### src/rtl/shift_pkg.sv
// Shared types and constants for the two-requester shift arbiter.
package shift_pkg;

   localparam int NUM_REQ = 2;

   typedef enum logic [1:0] {
      OP_ROTL = 2'b00,
      OP_ROTR = 2'b01,
      OP_SHL  = 2'b10,
      OP_SHR  = 2'b11
   } shift_op_e;

endpackage

### src/rtl/shift_unit.sv
// Combinational mux barrel shifter/rotator; stage k moves the word by 2^k
// positions when amt_i[k] is set.
module shift_unit
   import shift_pkg::*;
#(
   parameter  int WIDTH = 8,
   localparam int AMT_W = $clog2(WIDTH)
) (
   input  logic [WIDTH-1:0] data_i,
   input  logic [AMT_W-1:0] amt_i,
   input  shift_op_e        op_i,
   output logic [WIDTH-1:0] result_o
);

   logic [WIDTH-1:0] stage_s;

   // Barrel stages; every stage amount is below WIDTH, so no full-width shift occurs
   always_comb begin
      stage_s = data_i;
      for (int k = 0; k < AMT_W; k++) begin
         if (amt_i[k]) begin
            case (op_i)
               OP_ROTL: stage_s = (stage_s << (1 << k)) | (stage_s >> (WIDTH - (1 << k)));
               OP_ROTR: stage_s = (stage_s >> (1 << k)) | (stage_s << (WIDTH - (1 << k)));
               OP_SHL:  stage_s = stage_s << (1 << k);
               OP_SHR:  stage_s = stage_s >> (1 << k);
               default: stage_s = stage_s;
            endcase
         end else begin
            stage_s = stage_s;
         end
      end
   end

   assign result_o = stage_s;

endmodule

### src/rtl/shift_arbiter.sv
// Round-robin arbiter sharing one registered shift/rotate datapath between
// two requesters, with a single tagged valid/ready response channel.
module shift_arbiter
   import shift_pkg::*;
#(
   parameter  int WIDTH = 8,
   localparam int AMT_W = $clog2(WIDTH)
) (
   input  logic                     clk,
   input  logic                     rst_n,
   input  logic [NUM_REQ-1:0]       req_valid,
   output logic [NUM_REQ-1:0]       req_ready,
   input  logic [NUM_REQ*WIDTH-1:0] req_data,
   input  logic [NUM_REQ*AMT_W-1:0] req_amt,
   input  logic [2*NUM_REQ-1:0]     req_op,
   output logic                     rsp_valid,
   input  logic                     rsp_ready,
   output logic [WIDTH-1:0]         rsp_data,
   output logic                     rsp_id
);

   logic               rsp_valid_q, rsp_valid_d;
   logic [WIDTH-1:0]   rsp_data_q, rsp_data_d;
   logic               rsp_id_q, rsp_id_d;
   logic               last_grant_q, last_grant_d;

   logic               can_accept_s;
   logic [NUM_REQ-1:0] grant_s;
   logic               fire_s;
   logic               sel_id_s;
   logic [WIDTH-1:0]   sel_data_s;
   logic [AMT_W-1:0]   sel_amt_s;
   shift_op_e          sel_op_s;
   logic [WIDTH-1:0]   result_s;

   assign can_accept_s = !rsp_valid_q || rsp_ready;

   // Round-robin grant: on contention the requester not served last wins
   always_comb begin
      grant_s = 2'b00;
      case (req_valid)
         2'b01:   grant_s = 2'b01;
         2'b10:   grant_s = 2'b10;
         2'b11:   grant_s = last_grant_q ? 2'b01 : 2'b10;
         default: grant_s = 2'b00;
      endcase
   end

   assign req_ready  = grant_s & {NUM_REQ{can_accept_s & rst_n}};
   assign fire_s     = |(req_valid & req_ready);
   assign sel_id_s   = req_ready[1];
   assign sel_data_s = sel_id_s ? req_data[WIDTH +: WIDTH] : req_data[0 +: WIDTH];
   assign sel_amt_s  = sel_id_s ? req_amt[AMT_W +: AMT_W] : req_amt[0 +: AMT_W];
   assign sel_op_s   = shift_op_e'(sel_id_s ? req_op[3:2] : req_op[1:0]);

   shift_unit #(.WIDTH(WIDTH)) u_shift_unit (
      .data_i   (sel_data_s),
      .amt_i    (sel_amt_s),
      .op_i     (sel_op_s),
      .result_o (result_s)
   );

   // Output slot next state: a new fire overwrites, a drain alone clears valid
   always_comb begin
      rsp_valid_d  = rsp_valid_q;
      rsp_data_d   = rsp_data_q;
      rsp_id_d     = rsp_id_q;
      last_grant_d = last_grant_q;
      if (fire_s) begin
         rsp_valid_d  = 1'b1;
         rsp_data_d   = result_s;
         rsp_id_d     = sel_id_s;
         last_grant_d = sel_id_s;
      end else if (rsp_valid_q && rsp_ready) begin
         rsp_valid_d = 1'b0;
      end else begin
         rsp_valid_d = rsp_valid_q;
      end
   end

   // State registers with synchronous active-low reset
   always_ff @(posedge clk) begin
      if (!rst_n) begin
         rsp_valid_q  <= 1'b0;
         rsp_data_q   <= '0;
         rsp_id_q     <= 1'b0;
         last_grant_q <= 1'b1;
      end else begin
         rsp_valid_q  <= rsp_valid_d;
         rsp_data_q   <= rsp_data_d;
         rsp_id_q     <= rsp_id_d;
         last_grant_q <= last_grant_d;
      end
   end

   assign rsp_valid = rsp_valid_q;
   assign rsp_data  = rsp_data_q;
   assign rsp_id    = rsp_id_q;

endmodule

### config.mk
export PLATFORM = sky130hd
export DESIGN_NAME = shift_arbiter
export DESIGN_NICKNAME = d
export VERILOG_FILES = /design/src/rtl/shift_pkg.sv /design/src/rtl/shift_unit.sv /design/src/rtl/shift_arbiter.sv
export SDC_FILE = /design/constraint.sdc
export NUM_CORES = 1
export LEC_CHECK = 0
export CAP_MARGIN = 20
export CORE_ASPECT_RATIO = 1.4
export CORE_UTILIZATION = 54
export DETAILED_ROUTE_END_ITERATION = 10
export PLACE_DENSITY = 0.85
export REMOVE_ABC_BUFFERS = 1
export SLEW_MARGIN = 0
export SYNTH_ARGS = -nofsm -noshare
export SYNTH_HDL_FRONTEND = slang
export SYNTH_SLANG_ARGS = --single-unit
### constraint.sdc
create_clock -name clk -period 2.9 [get_ports clk]
set_clock_uncertainty 0.2 [all_clocks]
set_input_delay 0.435 -clock clk [delete_from_list [all_inputs] [get_ports clk]]
set_output_delay 0.435 -clock clk [all_outputs]
set_load 0.05 [all_outputs]
After elaboration in Yosys (flattened, before gate mapping)
Index checks and enable logic that the tools add are counted.
Widths: inputs -> output; s select.

word-level totals
  logic and storage cells = 38
  register bits = 11

cells by class
  bitwise logic cells = 8
  mux-type cells = 13
  reduce and logical (&&, ||, !) cells = 7
  eq/ne operators = 6

operators by type and width
  kind                number
  $pmux 8 s4          2
  $mux 8              4
  $pmux 8 s3          1
  $eq 2x2->1 const B  4
  $or 6x8->8          1
  $or 7x8->8          1
  $or 8x1->8          1
  $or 8x2->8          1
  $or 8x4->8          1
  $pmux 2 s3          1
  $and 2x2->2         2
  $eq 2x1->1 const B  2
  $mux 2              2
  $reduce_or 2->1     2
  $mux 3              1
  $logic_not 2->1     1
  $mux 1              2
  $reduce_bool 2->1   1
  $and 1x1->1         1
  $logic_and 1x1->1   1
  $logic_not 1->1     1
  $logic_or 1x1->1    1

Depth between registers and ports, before layout
Gate-level depths: netlist (run 1).

  depth after elaboration = 14
  depth in mapped cells = 8

Hierarchy
From an unflattened synthesis (run 1), not the netlist that was laid out.

second synthesis, totals
  cell total of the unflattened synthesis = 159
  area total of the unflattened synthesis = 1,327.5 sq um

modules (own cells, without submodules)
  module         seq. area each (sq um)  area an instance (sq um)  times used  cells each
  shift_unit     0.0                     695.7                     1           93
  shift_arbiter  220.2                   631.9                     1           66

Worst setup path before layout (run 1)
No wires, ideal clock.

  path kind = register to output
  from = reg rsp_valid_q, in the netlist rsp_valid
  to = out req_ready[0]
  data arrival time = 1.873 ns
  data required time = 2.265 ns
  cell stages (with the launch flop) = 5
  slack = 0.392 ns
  path buffers = 1
  path through = dfxtp_1 > nor2b_1 > or3_4 > buf_6 > nor2_1

on the way
  longest elaborated chain between the ends = 4

ends and longest elaborated chain
  item                    line                 RTL
  start, declared         shift_arbiter.sv:22  logic rsp_valid_q, rsp_valid_d;
  start signal, assigned  shift_arbiter.sv:89  rsp_valid_q <= rsp_valid_d;
  $logic_not 1->1         shift_arbiter.sv:36  assign can_accept_s = !rsp_valid_q || rsp_ready;
  $logic_or 1x1->1        shift_arbiter.sv:36
  $and 1x1->1             shift_arbiter.sv:49  assign req_ready = grant_s & {NUM_REQ{can_accept_s & rst_n}};
  $and 2x2->2             shift_arbiter.sv:49
  end, declared           shift_arbiter.sv:12  output logic [NUM_REQ-1:0] req_ready,

No other way between the ends.

Worst setup path in the final report (run 1)
  from = in rst_n
  to = out req_ready[0]

on the way
  longest elaborated chain between the ends = 2

ends and longest elaborated chain
  item             line                 RTL
  start, declared  shift_arbiter.sv:10  input logic rst_n,
  $and 1x1->1      shift_arbiter.sv:49
  $and 2x2->2      shift_arbiter.sv:49

No other way between the ends.

==> summary.txt, run 1 <==
Cells and area
  – Fill count: 214
  – Synth-to-Final Area Change: 32.06%
  – Nets: approximately 270
  – Final core utilization: 76.07%
  – Antenna cells: 0
  – Share of cells above drive strength 1: 22.78%

Setup path
  – CP Capture Type: output port
  – CP Class: input port to output port
  – CP bufs+invs: 3
  – Crit path required time: 2.27 ns
  – Critical-path top delay cell: clkdlybuf4s50_1
  – CP Depth: 5
  – Crit path launch: rst_n
  – CP max FO: 8
  – CP Launch Type: input port
  – Critical Path AT: between 2 and 2.5 ns
  – Max stage delay on crit path: 0.67 ns
  – RR Startpoint: last_grant_q$_SDFFE_PN1P_
  – Top delay family on crit path: buffers and inverters
  – Worst R2R Path Depth: 6
  – R2R Setup Slk: between 0.8 and 0.9 ns
  – CP cell instances: clkdlybuf4s50_1, inv_6, or3_4, nor2_1, buf_12

GRT
  – Met3 usage: 4.667%
  – Global-route wire length before repair: around 8400 um
  – Initial antenna violation count: 0
  – Met2 usage: 62.85%
  – Pin count of the biggest net entering global routing: 14
  – Number of global-route vias before repair: between 1500 and 2000
  – Gr ovfl total: 0
  – Met1 GRT Util: 37.19%
  – GRT Total Usage: 33.41%
  – Busiest grt layer: met2

Route
  – DRC Markers: 0
  – Via density: 6.766
  – Post-route ant nets: 0
  – Initial DRT Pass Iterations: 5
  – Routed len/inst: 19.63 um
  – Vias: 1854
  – Total Routed Length: roughly 5400 um
  – Starting DRT DRC Count: 92

Floorplan
  – Chip Width: 49.06 um
  – Chip height: 67.88 um
  – Die area: approximately 0.0033 mm2
  – Placement Rows: 23
  – IO Count: 43
  – Core ar.: just under 0.003 mm2
  – Starting Density: 57.60%

CTS
  – CTS Buffer Depth: 2
  – Clock Sinks: 11
  – Post-CTS setup buffers: 0
  – Worst-Skew Late Latency: approximately 0.24 ns
  – Clock transition at the registers of the reported paths: 0.05 ns
  – Clock Root Buffer: clkbuf_8
  – TritonCTS buffer count: 3
  – Cts hold-fix bufs: 0
  – CTS tree: yes
  – H-tree depth: 1
  – Resize count post-CTS: 0

Synthesis
  – Post-synth ARST share: 0%
  – Area leader, netlist: dfxtp_1
  – Synth Instances: 193
  – Netlist cell types: 52
  – Mean Syn Cell Area: approximately 8.7 um2
  – Sequential fraction of the synthesis area: a little over an eighth
  – Post-synth EDFFs: 0
  – Ys Warns: 0
  – Share of Yosys cell area claimed by the top area cell type: 13.15%
  – Synth Register Bits: 11
  – Largest cells by area after synthesis: dfxtp_1 (13%), mux2i_1 (13%), mux4_2 (8.1%)
  – Post-synth top flop: dfxtp_1
  – Post-Synthesis Cell Area: 0.001674 mm2

Worst hold path
  – Hold Path Class: register to register
  – Hold Startpoint: rsp_data[1]$_SDFFE_PN0P_
  – WHS Path Cells: 2

STA
  – Final setup viols: 0
  – Fmax achieved: 373.8 MHz
  – RSZ-0062 raised after global routing: false
  – Max-slew headroom: 54.28%
  – Final min period: between 2 and 3 ns
  – Count of final hold-check violations: 0
  – Tcrit/Tclk final: 92.25%
  – Total negative slack: 0 ns
  – Worst Tran Pin Value: 0.6751 ns
  – Final Max Tran Viols: 0

Flow run
  – Max cap viols: 0

Run status
  – Outcome: complete, no violations

Power and ir drop
  – Max rail drop VDD: slightly above 0.3 mV
  – PwrDens: 341.4 mW/mm2
  – Static Leak: around 0.00084 uW

Placed design
  – PortBufs: 42
  – Hpwl dp: 4463 um
  – RePlAce Congestion: 0.9083
## path summary, 6_finish.rpt
path	to
setup / recovery	req_ready[0]
hold / removal	rsp_data[1]$_SDFFE_PN0P_
setup reg to reg	rsp_data[3]$_SDFFE_PN0P_
hold reg to reg	rsp_data[1]$_SDFFE_PN0P_
## power by group
part	internal [uW]	leakage [uW]	switching, uW
Clock	96.8	0.0000228	61.0
Combinational	180	0.000724	235
Sequential	171	0.0000912	10.4
## area by class of cell
class                   instances  area [um2]  share of cell area, %
inverters                       9       38.79                  1.754
clock buffers                   4       45.04                  2.037
well taps                      37       46.29                  2.094
flip-flops and latches         11       220.2                  9.960
repair buffers                 56       545.5                  24.67
multi-input cells             157        1315                  59.48
## routing by layer
layer / part of all wire, % / wire length (um) / vias to the layer above
met1: 37 / 1998 / 884
met2: 54 / 2881 / 104
met4: 3.3 / 178 / 0
met3: 6.0 / 320 / 16
li1: - / - / 850
met5: 0 / 0 / -
## state kept, by name, indices dropped and copies added, names as in the netlist
name / flops
last_grant_q: 1
rsp_data: 8
rsp_id: 1
rsp_valid: 1
## worst register-to-register path, stage by stage, from the launching register on
cell	delay [ns]
dfxtp_1	0.34
a21boi_4	0.29
nand3_4	0.20
inv_2	0.18
o22ai_1	0.12
a2111oi_2	0.46
o31ai_1	0.14
## cells in the mapped netlist (3+ instances only)
cell type / n
nor3_1: 5
nand2_1: 8
dfxtp_1: 11
o221ai_1: 4
a22oi_1: 5
mux4_2: 6
a21oi_1: 8
nand2b_1: 4
mux2i_1: 21
nor2_1: 14
buf_2: 5
clkbuf_1: 4
and2_1: 3
inv_1: 7
o22ai_1: 3
o21ai_0: 4
buf_4: 5
o311ai_1: 3
a32oi_1: 3
nand3b_1: 3
nor2b_1: 6
mux2_2: 11
o31ai_1: 6
a31oi_1: 4
nor3b_1: 3
a21bo_2: 3
## stage by stage
| stage | power (uW) | instance area [um2] | hold slack [ns] | setup WS, ns | std cells |
|---|---|---|---|---|---|
| 2_1_floorplan | 414.6 | 1574 | 0.2979 | 0.4602 | 177 |
| 3_3_place_gp | 581.3 | 2166 | 0.2507 | 0.2067 | 270 |
| 3_5_place_dp | 594.4 | 2166 | 0.2528 | 0.08708 | 270 |
| 4_1_cts | 749.9 | 2211 | 0.2662 | 0.2629 | 274 |
| 5_1_grt | 785.3 | 2211 | 0.2970 | 0.1964 | 274 |
| 6_report | 754.9 | 2211 | 0.2701 | 0.2247 | 274 |
## cell usage in the layout, fill, tap and decap left out, types with 4 or more instances in the layout
master	netlist	final
nand2b_1	4	4
dfxtp_1	11	11
a22oi_1	5	5
nor2_1	14	14
buf_4	5	14
mux4_2	6	6
o21ai_0	4	4
nor3_1	5	5
mux2_2	11	11
a21oi_1	8	8
nand2_1	8	8
clkdlybuf4s50_1	0	40
a31oi_1	4	4
o221ai_1	4	4
inv_1	7	7
o31ai_1	6	6
nor2b_1	6	6
mux2i_1	21	21
## cells by family after synthesis
logic type / synth area share, %
compound gates: 29.37
mux: 28.92
flops: 13.15
simple gates: 20.25
buf+inv: 8.296
Power figures use the tool's default switching activity.
==> inputs of run 2 (changes only) <==
--- a/config.mk
+++ b/config.mk
@@ -7,9 +7,11 @@
 export LEC_CHECK = 0
 export CAP_MARGIN = 20
 export CORE_ASPECT_RATIO = 1.4
-export CORE_UTILIZATION = 54
+export CORE_UTILIZATION = 50
+export CTS_CLUSTER_SIZE = 25
 export DETAILED_ROUTE_END_ITERATION = 10
-export PLACE_DENSITY = 0.85
+export DONT_BUFFER_PORTS = 1
+export PLACE_DENSITY = 0.63
 export REMOVE_ABC_BUFFERS = 1
 export SLEW_MARGIN = 0
 export SYNTH_ARGS = -nofsm -noshare
==> summary.txt, run 2 (synthesized netlist as in run 1, its figures left out) <==
STA
  – Count of final hold-check violations: 0 (unchanged)
  – Fmax achieved: 400.6 MHz (+7.2%)
  – Worst Tran Pin Value: 0.6476 ns (-0.02746 ns)
  – Final min period: 2.496 ns (-0.1792 ns)
  – Max-slew headroom: 56.14% (+1.9 points)
  – RSZ-0062 raised after global routing: false
  – Total negative slack: 0 ns (unchanged)
  – Tcrit/Tclk final: 86.07% (-6.2 points)
  – Final Max Tran Viols: 0 (unchanged)
  – Final setup viols: 0 (unchanged)

Setup path
  – Worst R2R Path Depth: 6 (unchanged)
  – CP cell instances: nand2b_2, nand3_4, inv_2, o32ai_1, o221ai_1, o311ai_1
  – Max stage delay on crit path: 0.67 ns (about the same)
  – CP bufs+invs: 1 (-2)
  – Reg-to-reg endpoint: rsp_data[1]$_SDFFE_PN0P_
  – CP Class: register to register
  – R2R Setup Slk: 0.40 ns (-0.43 ns)
  – CP Capture Type: register
  – CP Depth: 6 (+1)
  – Crit path required time: 2.83 ns (+0.56 ns)
  – Top delay family on crit path: compound AO/OA/AOI/OAI gates
  – CP Launch Type: register
  – Critical Path AT: 2.43 ns (+0.39 ns)
  – RR Startpoint: rsp_valid$_SDFFE_PN0P_
  – Critical-path top delay cell: dfxtp_1
  – CP max FO: 15 (+7)

GRT
  – Global-route wire length before repair: 7576 um (-9.9%)
  – GRT Total Usage: 27.46% (-6.0 points)
  – Gr ovfl total: 0 (unchanged)
  – Met3 usage: 6.318% (+1.7 points)
  – Met1 GRT Util: 34.26% (-2.9 points)
  – Number of global-route vias before repair: 1567 (-11%)
  – Initial antenna violation count: 0 (unchanged)
  – Pin count of the biggest net entering global routing: 27 (+13)
  – Met2 usage: 45.76% (-17 points)
  – Busiest grt layer: met2

Run status
  – Outcome: complete, no violations

Route
  – Routed len/inst: 20.81 um (+6.0%)
  – DRC Markers: 0 (unchanged)
  – Vias: 1569 (-15%)
  – Starting DRT DRC Count: 47 (-49%)
  – Post-route ant nets: 0 (unchanged)
  – Initial DRT Pass Iterations: 4 (-1)
  – Via density: 7.100 (+4.9%)
  – Total Routed Length: 4600 um (-14%)

Floorplan
  – Core ar.: 0.003153 mm2 (+8.5%)
  – IO Count: 43 (unchanged)
  – Chip height: 70.47 um (+3.8%)
  – Starting Density: 53.10% (-4.5 points)
  – Placement Rows: 24 (+4.3%)
  – Chip Width: 50.91 um (+3.8%)
  – Die area: 0.003587 mm2 (+7.7%)

Cells and area
  – Antenna cells: 0 (unchanged)
  – Most frequent cells in the layout: mux2i_1 (21), nor2_1 (14), mux2_2 (11), dfxtp_1 (11)
  – Synth-to-Final Area Change: 0.07491%
  – Nets: 214 (-20%)
  – Fill count: 326 (+52%)
  – Cell Count, Final, Fillers Out: 221 (-19%)
  – Most common cell after layout, fill and taps aside: mux2i_1
  – Share of cells above drive strength 1: 21.43% (-1.4 points)
  – Max reg flops: 8 (unchanged)

Placed design
  – Hpwl dp: 3654 um (-18%)
  – Placed Cells: 217 (-20%)
  – RePlAce Congestion: 0.8612 (-5.2%)
  – PortBufs: 0 (-100%)

CTS
  – Clock transition at the registers of the reported paths: 0.05 ns (about the same)
  – Post-CTS setup buffers: 0 (unchanged)
  – CTS tree: yes
  – Clock Root Buffer: clkbuf_8
  – TritonCTS buffer count: 3 (unchanged)
  – CTS Buffer Depth: 2 (unchanged)
  – Cts hold-fix bufs: 0 (unchanged)
  – Resize count post-CTS: 0 (unchanged)
  – H-tree depth: 1 (unchanged)
  – Clock Sinks: 11 (unchanged)
  – Worst-Skew Late Latency: 0.23 ns (about the same)

Worst hold path
  – Worst Hold End: last_grant_q$_SDFFE_PN1P_
  – Hold Path Class: input port to register
  – WHS Path Cells: 1 (-1)
  – Hold Startpoint: rst_n

Power and ir drop
  – Static Leak: 0.0006045 uW (-28%)
  – Max rail drop VDD: 0.4226 mV (+39%)
  – PwrDens: 359.9 mW/mm2 (+5.4%)

Flow run
  – Max cap viols: 0 (unchanged)
-- run 2: changes by cell type in the layout (fill, tap and decap cells not counted), sizes merged --
| cell | change |
|---|---|
| clkdlybuf4s50 | -40 |
| buf | -15 |
-- run 2: layout make-up --
class	count	area, um2	share of cell area, %
Multi-Input combinational cell	157	1315	78.49
Sequential cell	11	220.2	13.14
Tap cell	39	48.80	2.913
Clock buffer	4	45.04	2.689
Inverter	9	38.79	2.315
Timing Repair Buffer	1	7.507	0.4481
-- run 2: report_power, final --
part           internal, uW  switching, uW
Sequential              171           76.9
Clock                  96.1           52.6
Combinational           102            104
Total                   369            234
-- run 2: stage by stage --
stage	area, um2	hold WS [ns]	total power (uW)	utilization [%]	setup slack (ns)
floorplan	1574	0.2979	414.6	-	0.4602
global placement	1630	0.3398	451.6	51.71	0.4789
detailed placement	1630	0.3314	455.9	51.71	0.4296
CTS	1675	0.09370	606.0	53.13	0.4165
global route	1675	0.09285	633.5	53.13	0.2344
finish	1675	0.09267	603.0	53.13	0.4039
-- run 2: how the worst max path moves through the flow --
stage,from,to,slack [ns]
global route,rsp_valid$_SDFFE_PN0P_,rsp_data[1]$_SDFFE_PN0P_,0.23
detailed placement,req_valid[1],rsp_data[3]$_SDFFE_PN0P_,0.43
finish,rsp_valid$_SDFFE_PN0P_,rsp_data[1]$_SDFFE_PN0P_,0.40
CTS,rsp_valid$_SDFFE_PN0P_,rsp_data[1]$_SDFFE_PN0P_,0.42
global placement,req_valid[1],rsp_data[3]$_SDFFE_PN0P_,0.48
floorplan,rsp_valid$_SDFFE_PN0P_,req_ready[0],0.46
-- run 2: metal layers --
metal	vias to the layer above	part of all wire (%)	wire (um)
met2	74	50	2285
met1	744	40	1841
met5	-	0	0
met3	10	7.6	350
li1	741	-	-
met4	0	2.7	122
